## config.mk

```make
export PLATFORM = sky130hd
export DESIGN_NAME = mag_packet_serializer
export DESIGN_NICKNAME = d
export VERILOG_FILES = /design/src/rtl/mag_packet_serializer.sv
export SDC_FILE = /design/constraint.sdc
export NUM_CORES = 1
export LEC_CHECK = 0
export ABC_AREA = 1
export BUFFER_PORTS_ARGS = -buffer_cell sky130_fd_sc_hd__buf_2
export CELL_PAD_IN_SITES_DETAIL_PLACEMENT = 1
export CELL_PAD_IN_SITES_GLOBAL_PLACEMENT = 2
export CORE_MARGIN = 2
export CORE_UTILIZATION = 30
export DETAILED_ROUTE_END_ITERATION = 12
export PLACE_DENSITY = 0.73
export SETUP_SLACK_MARGIN = 0.15
export SLEW_MARGIN = 20
export SYNTH_ARGS = -nofsm -noshare
export SYNTH_HDL_FRONTEND = slang
export SYNTH_SLANG_ARGS = --single-unit
```

## constraint.sdc

```tcl
create_clock -name CLK_1MHZ -period 5.7 [get_ports CLK_1MHZ]
set_input_delay 1.425 -clock CLK_1MHZ [delete_from_list [all_inputs] [get_ports CLK_1MHZ]]
set_output_delay 1.425 -clock CLK_1MHZ [all_outputs]
set_load 0.02 [all_outputs]
```

## src/rtl/mag_packet_serializer.sv

```systemverilog
// Packs one magnetometer sample and its geiger window count into a 13-byte packet
// (10 data bytes LSB-first, 2 count bytes MSB-first, XOR checksum) over valid/ready.
module mag_packet_serializer #(
    parameter int GEIG_WIDTH  = 16,
    parameter int SYNC_STAGES = 2
) (
    input  logic        CLK_1MHZ,
    input  logic        RESET,
    input  logic [79:0] MAG_DATA,
    input  logic        GEIG_COUNTS,
    input  logic        SAMPLE_TICK,
    input  logic        BYTE_READY,
    output logic [7:0]  BYTE_OUT,
    output logic        BYTE_VALID,
    output logic        PKT_START,
    output logic        BUSY,
    output logic        OVERRUN
);

    typedef enum logic [1:0] {
        ST_IDLE = 2'd0,
        ST_SEND = 2'd1,
        ST_CSUM = 2'd2
    } state_t;

    state_t                  state_r;
    logic [SYNC_STAGES-1:0]  geig_sync_r;
    logic                    geig_dly_r;
    logic                    geig_edge_s;
    logic [GEIG_WIDTH-1:0]   geig_cnt_r;
    logic [GEIG_WIDTH-1:0]   geig_cnt_inc_s;
    logic                    tick_accept_s;
    logic                    xfer_s;
    logic [79:0]             shadow_r;
    logic [GEIG_WIDTH-1:0]   gcap_r;
    logic [3:0]              idx_r;
    logic [7:0]              csum_r;
    logic [7:0]              byte_out_r;
    logic                    byte_valid_r;
    logic                    pkt_start_r;
    logic                    busy_r;
    logic                    overrun_r;

    // Saturating increment so a flood of events pins the count instead of wrapping
    function automatic logic [GEIG_WIDTH-1:0] sat_inc(input logic [GEIG_WIDTH-1:0] value,
                                                      input logic                  inc);
        logic [GEIG_WIDTH-1:0] result;
        if (inc && (value != {GEIG_WIDTH{1'b1}})) begin
            result = value + {{(GEIG_WIDTH-1){1'b0}}, 1'b1};
        end else begin
            result = value;
        end
        return result;
    endfunction

    function automatic logic [7:0] pkt_byte(input logic [3:0]            idx,
                                            input logic [79:0]           shadow,
                                            input logic [GEIG_WIDTH-1:0] gcap);
        logic [7:0] result;
        case (idx)
            4'd0:    result = shadow[7:0];
            4'd1:    result = shadow[15:8];
            4'd2:    result = shadow[23:16];
            4'd3:    result = shadow[31:24];
            4'd4:    result = shadow[39:32];
            4'd5:    result = shadow[47:40];
            4'd6:    result = shadow[55:48];
            4'd7:    result = shadow[63:56];
            4'd8:    result = shadow[71:64];
            4'd9:    result = shadow[79:72];
            4'd10:   result = gcap[15:8];
            4'd11:   result = gcap[7:0];
            default: result = 8'h00;
        endcase
        return result;
    endfunction

    // Edge detect, accepted-tick and handshake decode
    always_comb begin
        geig_edge_s    = geig_sync_r[SYNC_STAGES-1] ^ geig_dly_r;
        geig_cnt_inc_s = sat_inc(geig_cnt_r, geig_edge_s);
        tick_accept_s  = SAMPLE_TICK && (state_r == ST_IDLE);
        xfer_s         = byte_valid_r && BYTE_READY;
    end

    // Geiger synchroniser, edge delay flop and window counter
    always_ff @(posedge CLK_1MHZ or negedge RESET) begin
        if (!RESET) begin
            geig_sync_r <= {SYNC_STAGES{1'b0}};
            geig_dly_r  <= 1'b0;
            geig_cnt_r  <= {GEIG_WIDTH{1'b0}};
        end else begin
            geig_sync_r <= {geig_sync_r[SYNC_STAGES-2:0], GEIG_COUNTS};
            geig_dly_r  <= geig_sync_r[SYNC_STAGES-1];
            // The edge seen in the tick cycle goes to the closing window via gcap
            if (tick_accept_s) begin
                geig_cnt_r <= {GEIG_WIDTH{1'b0}};
            end else begin
                geig_cnt_r <= geig_cnt_inc_s;
            end
        end
    end

    // Packet FSM with registered handshake outputs
    always_ff @(posedge CLK_1MHZ or negedge RESET) begin
        if (!RESET) begin
            state_r      <= ST_IDLE;
            shadow_r     <= 80'h0;
            gcap_r       <= {GEIG_WIDTH{1'b0}};
            idx_r        <= 4'd0;
            csum_r       <= 8'h00;
            byte_out_r   <= 8'h00;
            byte_valid_r <= 1'b0;
            pkt_start_r  <= 1'b0;
            busy_r       <= 1'b0;
            overrun_r    <= 1'b0;
        end else begin
            if (SAMPLE_TICK && (state_r != ST_IDLE)) begin
                overrun_r <= 1'b1;
            end
            case (state_r)
                ST_IDLE: begin
                    if (tick_accept_s) begin
                        shadow_r     <= MAG_DATA;
                        gcap_r       <= geig_cnt_inc_s;
                        idx_r        <= 4'd0;
                        csum_r       <= 8'h00;
                        byte_out_r   <= MAG_DATA[7:0];
                        byte_valid_r <= 1'b1;
                        pkt_start_r  <= 1'b1;
                        busy_r       <= 1'b1;
                        state_r      <= ST_SEND;
                    end
                end
                ST_SEND: begin
                    if (xfer_s) begin
                        csum_r      <= csum_r ^ byte_out_r;
                        pkt_start_r <= 1'b0;
                        idx_r       <= idx_r + 4'd1;
                        if (idx_r == 4'd11) begin
                            byte_out_r <= csum_r ^ byte_out_r;
                            state_r    <= ST_CSUM;
                        end else begin
                            byte_out_r <= pkt_byte(idx_r + 4'd1, shadow_r, gcap_r);
                        end
                    end
                end
                ST_CSUM: begin
                    if (xfer_s) begin
                        byte_out_r   <= 8'h00;
                        byte_valid_r <= 1'b0;
                        busy_r       <= 1'b0;
                        state_r      <= ST_IDLE;
                    end
                end
                default: begin
                    byte_valid_r <= 1'b0;
                    pkt_start_r  <= 1'b0;
                    busy_r       <= 1'b0;
                    state_r      <= ST_IDLE;
                end
            endcase
        end
    end

    assign BYTE_OUT   = byte_out_r;
    assign BYTE_VALID = byte_valid_r;
    assign PKT_START  = pkt_start_r;
    assign BUSY       = busy_r;
    assign OVERRUN    = overrun_r;

endmodule
```

==> results of run 1 <==
[layer usage]
layer	share of wire	up-vias
li1	-	2935
met1	0.49	2887
met2	0.47	96
met3	0.033	9
met4	0.0055	0
met5	0	-
[worst max-delay path, stage by stage]
cell	delay, ns
buf_2	0.12
nand2_4	0.27
inv_2	0.82
buf_4	0.55
nand2_1	0.14
nand2_1	0.10
[registers in the layout, indices dropped and copies added, names as in the netlist]
signal       flops
BUSY             1
geig_cnt_r      16
PKT_START        1
OVERRUN          1
csum_r           8
idx_r            4
BYTE_OUT         8
gcap_r          16
shadow_r        80
state_r          2
geig_sync_r      2
geig_dly_r       1
[per-stage QoR]
| step | hold WS, ns | total power, mW | cells |
|---|---|---|---|
| finish | 0.353 | 4.30 | 1230 |
| floorplan | 0.331 | 2.57 | 858 |
| CTS | 0.354 | 4.36 | 1230 |
| global route | 0.362 | 4.63 | 1230 |
| detailed placement | 0.340 | 3.03 | 1198 |
| global placement | 0.341 | 3.00 | 1198 |
[worst paths after layout]
kind / start / endpoint / slack [ns] / depth (start not counted)
worst min-delay path: geig_sync_r[0] / geig_sync_r[1] / 0.35 / 0
worst max register to register: idx_r[0] / BYTE_OUT[0] / 2.90 / 11
max in group asynchronous: RESET / shadow_r[18] / 3.48 / 2
min in group asynchronous: RESET / shadow_r[64] / 1.10 / 1
worst max-delay path: SAMPLE_TICK / shadow_r[25] / 2.55 / 6
worst min register to register: geig_sync_r[0] / geig_sync_r[1] / 0.35 / 0
[area by class of cell]
class                   instances  area share
flip-flops and latches        140       0.425
multi-input cells             639       0.371
repair buffers                102      0.0644
clock buffers                  18      0.0532
well taps                     285      0.0432
clock inverters                14      0.0293
inverters                      32      0.0146
[cell usage after synthesis, drive strengths merged]
cell type  instances
a211oi             1
inv               31
clkbuf            29
o21a               1
nand4             68
a31oi              1
nor2              65
nor3               6
xnor2              9
o21ai             20
dfrtp            140
nand3             39
clkinv             1
xor2              15
mux2i              1
nand2            362
buf               18
ha                10
a21oi             27
o22ai             11
a21o               1
or2                1
nor4               1
[cell families (layout without fill, tap and decap cells)]
family                     Yosys count  count (layout)  synth area share
DFF                                140             140             0.507
adders and majority gates           10              10            0.0181
AOI/OAI and AO/OA                   62              62            0.0525
xor gates and xnor gates            24              24            0.0359
and+or+nand+nor                    542             542             0.333
muxes                                1               1           0.00145
buffers and inverters               79             166            0.0515
[where the power goes]
group / total (mW) / internal, mW / leakage (nW) / switching, mW
logic: 1.34 / 0.457 / 2.06 / 0.882
clock network: 1.31 / 0.835 / 0.319 / 0.470
registers: 1.65 / 1.39 / 1.78 / 0.265
total: 4.30 / 2.68 / 4.16 / 1.62
[placed cells by master (no fill, tap or decap), types with 2 or more instances in the layout]
master	netlist	layout
nor3_2	2	2
buf_2	8	95
ha_1	10	10
nor3_1	4	4
o22ai_1	11	11
clkinvlp_4	0	4
nand4_1	68	68
bufinv_16	0	6
nand3_1	38	38
a21oi_1	19	19
clkbuf_16	0	17
a21oi_2	8	8
nand2_1	361	360
inv_1	29	29
xnor2_1	8	8
nor2_2	4	4
xor2_1	14	14
buf_4	5	6
clkinv_4	0	2
inv_2	2	2
dfrtp_1	140	140
nor2_1	60	60
o21ai_0	20	20
==> impl_metrics.csv, run 1 <==
group,metric,value,unit
status,outcome,"finished, final reports clean",
synthesis,yosysSeqAreaShare,0.507,
synthesis,synth_area_leaders,"dfrtp_1, nand2_1, nand4_1",
global_route,use_met1,0.265,
final_layout,drive_gt1_frac,0.167,
clock_tree,cts-root-buf,"clkbuf_16",
power_and_ir_drop,p_per_area,521,nW/um^2
route,dr.pass1.iters,5,
placement,portBuffers,96,
synthesis,yosysTopAreaCell,"dfrtp_1",
worst_setup_path,end_kind,"flop",
worst_setup_path,required,6.05,ns
global_route,grt_util_all_layers,0.189,
final_layout,num_antenna_cells,0,
hold_path,hp-class,"reg2reg",
timing,fin_skew,0.00852,ns
route,viasPerCell,4.82,
timing,period_minus_slack,3.15,ns
synthesis,synth_top_area_share,0.507,
clock_tree,clock_latency,0.42,ns
worst_setup_path,crit_type,"in2reg",
timing,worstMarginPinSlew,1.11,ns
timing,setup_viol,0,
timing,rsz0062_at_grt,"no",
final_layout,multi_input_area,3060,um^2
timing,hold_viol,0,
final_layout,fin_nets,1027,
clock_tree,clock-sinks,140,
timing,final.period_utilization,0.553,
clock_tree,cts_tree,"built",
timing,fmax,317,MHz
floorplanning,core_area,22600,um^2
timing,setup_ws,2.55,ns
route,drc,0,
final_layout,area_growth,19.5,%
clock_tree,cts_resized,0,
synthesis,ys_ff_latch,140,
global_route,grt_max_degree,102,
placement,place_area,7570,um^2
clock_tree,path_clk_slew,0.06,ns
synthesis,yosysWarnings,0,
synthesis,avgSynthCellArea,8.05,um^2
route,first_iter_violations,433,
global_route,met2_usage,0.306,
global_route,grt_remaining_overflow,0,
global_route,grt_pass1_vias,6354,
job,max_cap_viol_count,0,
floorplanning,die_h,156,um
final_layout,finalInstanceArea,8250,um^2
worst_setup_path,worstPathMaxFanout,55,
clock_tree,clock_path_buffers,2,
route,ant_nets,0,
timing,slew_viol_final,0,
placement,gp_congestion,0.802,
global_route,grtUsageMet3,0.0342,
synthesis,ys_types,35,
floorplanning,dieArea,24200,um^2
worst_setup_path,cp_data_arrival_time,3.50,ns
power_and_ir_drop,p_leak,4.16,nW
final_layout,regArea,3500,um^2
synthesis,syn_inst,858,
route,drt-total-wl,21600,um
route,vias,5927,
final_layout,post-route-util,0.364,
final_layout,fillers,2723,
global_route,grt_antenna_before_repair,0,
worst_setup_path,start_kind,"input port",
timing,slew_headroom,0.259,
clock_tree,cts_setup_buffers,0,
power_and_ir_drop,vdd_drop_max,0.000205,V
floorplanning,die_width,156,um
global_route,grt_pass1_wl,35600,um
clock_tree,cts_hold_buf,0,
synthesis,syn_area,6910,um^2
placement,dpl_worst_slack,2.07,ns
floorplanning,start_util,0.305,
clock_tree,cts_buffers,17,
global_route,gr-max-usage-layer,"met2",
floorplanning,ios,97,
floorplanning,fp-row-count,55,
placement,hpwl,14600,um
route,wl_per_cell,17.5,um
clock_tree,htree_levels,4,
synthesis,syn_nets,953,
timing,finalSetupTns,0,ns
(Power assumes the default switching activity.)
==> run 2, diff against run 1 <==
--- a/config.mk
+++ b/config.mk
@@ -5,14 +5,14 @@
 export SDC_FILE = /design/constraint.sdc
 export NUM_CORES = 1
 export LEC_CHECK = 0
-export ABC_AREA = 1
+export ABC_AREA = 0
 export BUFFER_PORTS_ARGS = -buffer_cell sky130_fd_sc_hd__buf_2
 export CELL_PAD_IN_SITES_DETAIL_PLACEMENT = 1
 export CELL_PAD_IN_SITES_GLOBAL_PLACEMENT = 2
 export CORE_MARGIN = 2
 export CORE_UTILIZATION = 30
 export DETAILED_ROUTE_END_ITERATION = 12
-export PLACE_DENSITY = 0.73
+export PLACE_DENSITY = 0.71
 export SETUP_SLACK_MARGIN = 0.15
 export SLEW_MARGIN = 20
 export SYNTH_ARGS = -nofsm -noshare
==> constraint.sdc (replaced) <==
create_clock -name CLK_1MHZ -period 3 [get_ports CLK_1MHZ]
set_input_delay 0.75 -clock CLK_1MHZ [delete_from_list [all_inputs] [get_ports CLK_1MHZ]]
set_output_delay 0.75 -clock CLK_1MHZ [all_outputs]
set_load 0.02 [all_outputs]
==> impl_metrics.csv, run 2 <==
group,metric,value,unit
status,outcome,"finished, final reports clean",
hold_path,hp-class,"in2async",
worst_setup_path,start_kind,"flop",
floorplanning,fp-row-count,57,
floorplanning,dieArea,26200,um^2
synthesis,yosysWarnings,0,
route,drc,0,
clock_tree,path_clk_slew,0.07,ns
power_and_ir_drop,combinationalPowerShare,0.030,
clock_tree,cts-root-buf,"clkbuf_16",
job,max_cap_viol_count,0,
route,viasPerCell,5.32,
clock_tree,cts_tree,"built",
final_layout,area_growth,20.6,%
floorplanning,core_area,24400,um^2
clock_tree,clock-sinks,140,
synthesis,synthFlopType,"dfrtp_1",
final_layout,top_register,"shadow_r",
worst_setup_path,critPathBufInv,1,
synthesis,syn_inst,889,
route,wl_per_cell,21.2,um
route,first_iter_violations,508,
timing,fin_skew,0.0105,ns
timing,hold_viol,0,
timing,rsz0062_at_grt,"no",
final_layout,multi_input_area,3690,um^2
global_route,grt_antenna_before_repair,0,
worst_setup_path,critPathSlowestCell,"dfrtp_1",
route,dr.pass1.iters,6,
timing,fmax,371,MHz
global_route,grt_util_all_layers,0.221,
synthesis,yosysSeqAreaShare,0.469,
clock_tree,clock_latency,0.43,ns
floorplanning,ios,97,
synthesis,yosysTopAreaCell,"dfrtp_1",
final_layout,fillers,2942,
timing,finalSetupTns,0,ns
synthesis,async_flop_share,1.00,
final_layout,largest_reg_flops,80,
power_and_ir_drop,p_sw,1.02,mW
final_layout,layout_commonest_cell,"nand2_1",
route,vias,7001,
route,drt-total-wl,27900,um
timing,setup_viol,0,
clock_tree,cts_buffers,17,
placement,hpwl,21200,um
floorplanning,die_h,162,um
worst_setup_path,worst_path_dominant_cell_family,"compound AO/OA/AOI/OAI gates",
synthesis,avgSynthCellArea,8.40,um^2
route,ant_nets,0,
synthesis,synth-edff-count,0,
final_layout,drive_gt1_frac,0.178,
synthesis,synth.most_common_cell,"nand2_1",
global_route,grt_pass1_vias,7391,
worst_setup_path,required,3.31,ns
global_route,grt_remaining_overflow,0,
clock_tree,clock_path_buffers,2,
clock_tree,htree_levels,4,
power_and_ir_drop,p_sw_frac,0.250,
placement,gp_congestion,0.953,
placement,portBuffers,96,
synthesis,ys_ff_latch,140,
synthesis,syn_nets,984,
worst_setup_path,end_kind,"flop",
timing,worstMarginPinSlew,0.768,ns
final_layout,regArea,3500,um^2
synthesis,synth_area_leaders,"dfrtp_1, nand2_1, o21ai_0",
worst_setup_path,max_stage_delay,0.52,ns
worst_setup_path,worstPathMaxFanout,17,
floorplanning,start_util,0.306,
power_and_ir_drop,power_frac_seq,0.465,
synthesis,syn_area,7470,um^2
power_and_ir_drop,p_clk_frac,0.504,
timing,final.period_utilization,0.899,
global_route,grt_pass1_wl,43900,um
final_layout,num_antenna_cells,0,
final_layout,reg.largest.list,"shadow_r: 80 flops, gcap_r: 16 flops, geig_cnt_r: 16 flops",
power_and_ir_drop,p_per_area,452,nW/um^2
power_and_ir_drop,vdd_drop_max,0.000336,V
floorplanning,die_width,162,um
worst_setup_path,cp_data_arrival_time,3.01,ns
synthesis,yosys-top-cells-count,"nand2_1, dfrtp_1, o21ai_0",
final_layout,final_cell_mix,"nand2_1, dfrtp_1, buf_2, o21ai_0, nor2_1",
timing,slew_viol_final,0,
global_route,grt_max_degree,80,
synthesis,synth_top_area_share,0.469,
power_and_ir_drop,p_leak,4.19,nW
clock_tree,cts_setup_buffers,0,
power_and_ir_drop,power,4.08,mW
worst_setup_path,crit_type,"reg2reg",
power_and_ir_drop,p_int,3.06,mW
synthesis,ys_types,58,
timing,period_minus_slack,2.70,ns
final_layout,fin_nets,1074,
worst_setup_path,path_cells,"ha_2 -> buf_4 -> mux2i_1 -> a2bb2oi_1 -> nor2_1 -> a2111oi_0 -> nand3_1 -> a221o_1",
timing,slew_headroom,0.484,
## run 2: changes by cell type after synthesis, moves of 9 or more
cell      previous run  this run
a222oi_1             0        10
a22o_1               0        11
a22oi_1              0        20
a31oi_1              1        11
clkbuf_1            29        39
inv_1               29        11
mux2i_1              1        14
nand2_1            361       295
nand3_1             38        29
nand4_1             68         8
nor2_1              60        44
o21ai_0             20        63
## run 2: cell families (layout without fill, tap and decap cells)
kind of cell | count (synthesis) | after routing | synth area share
AND/OR/NAND/NOR | 434 | 434 | 0.249
AO/OA/AOI/OAI | 195 | 195 | 0.175
flip-flops | 140 | 140 | 0.469
buffers and inverters | 70 | 173 | 0.0397
XOR/XNOR | 20 | 20 | 0.0234
multiplexers | 20 | 20 | 0.0278
adder cells (fa/ha/maj) | 10 | 10 | 0.0167
## run 2: timing repair
| action | 4_1_cts | 5_1_grt |
|---|---|---|
| gates resized for setup | 0 | 4 |
| endpoints found under the setup margin | 0 | 7 |
| hold buffers | 0 | 0 |
## run 2: final cells by class
| class | instances | share of cell area |
|---|---|---|
| Multi-Input combinational cell | 679 | 0.410 |
| Sequential cell | 140 | 0.389 |
| Timing Repair Buffer | 130 | 0.0893 |
| Clock buffer | 18 | 0.0487 |
| Tap cell | 324 | 0.0450 |
| Clock inverter | 14 | 0.0140 |
| Inverter | 11 | 0.00458 |
## run 2: power by group through the flow
stage               Clock [mW]  Combinational [mW]  Sequential [mW]
detailed placement           0               0.127             1.93
finish                    2.06               0.123             1.90
global route              2.19               0.139             1.90
CTS                       2.12               0.128             1.90
global placement             0               0.126             1.93
floorplan                    0              0.0105             1.94
## run 2: final timing paths
kind	slack, ns	cells after the start	to	from
hold reg to reg	0.36	0	geig_sync_r[1]	geig_sync_r[0]
setup reg to reg	0.30	8	BYTE_OUT[3]	idx_r[1]
hold / removal	0.15	1	PKT_START	RESET
max in group asynchronous	2.16	2	shadow_r[29]	RESET
setup / recovery	0.30	8	BYTE_OUT[3]	idx_r[1]
min in group CLK_1MHZ	0.36	0	geig_sync_r[1]	geig_sync_r[0]
## run 2: per-stage QoR
| stage | worst slack (ns) | cell area, um^2 | utilization | std cells | hold slack (ns) |
|---|---|---|---|---|---|
| after CTS | 0.233 | 9000 | 0.369 | 1316 | 0.146 |
| after floorplan | 0.753 | 7470 | - | 889 | 0.331 |
| final | 0.303 | 9010 | 0.370 | 1316 | 0.148 |
| after global placement | 0.328 | 8440 | 0.346 | 1284 | 0.334 |
| after detailed placement | 0.268 | 8440 | 0.346 | 1284 | 0.341 |
| after global routing | 0.156 | 9010 | 0.370 | 1316 | 0.150 |
## run 2: per-layer routing
metal,up-vias,share of wire,global-route usage
met5,-,0,0
met4,0,0.032,0.0776
met3,48,0.049,0.0411
met2,211,0.46,0.357
met1,3458,0.46,0.297
li1,3284,-,-
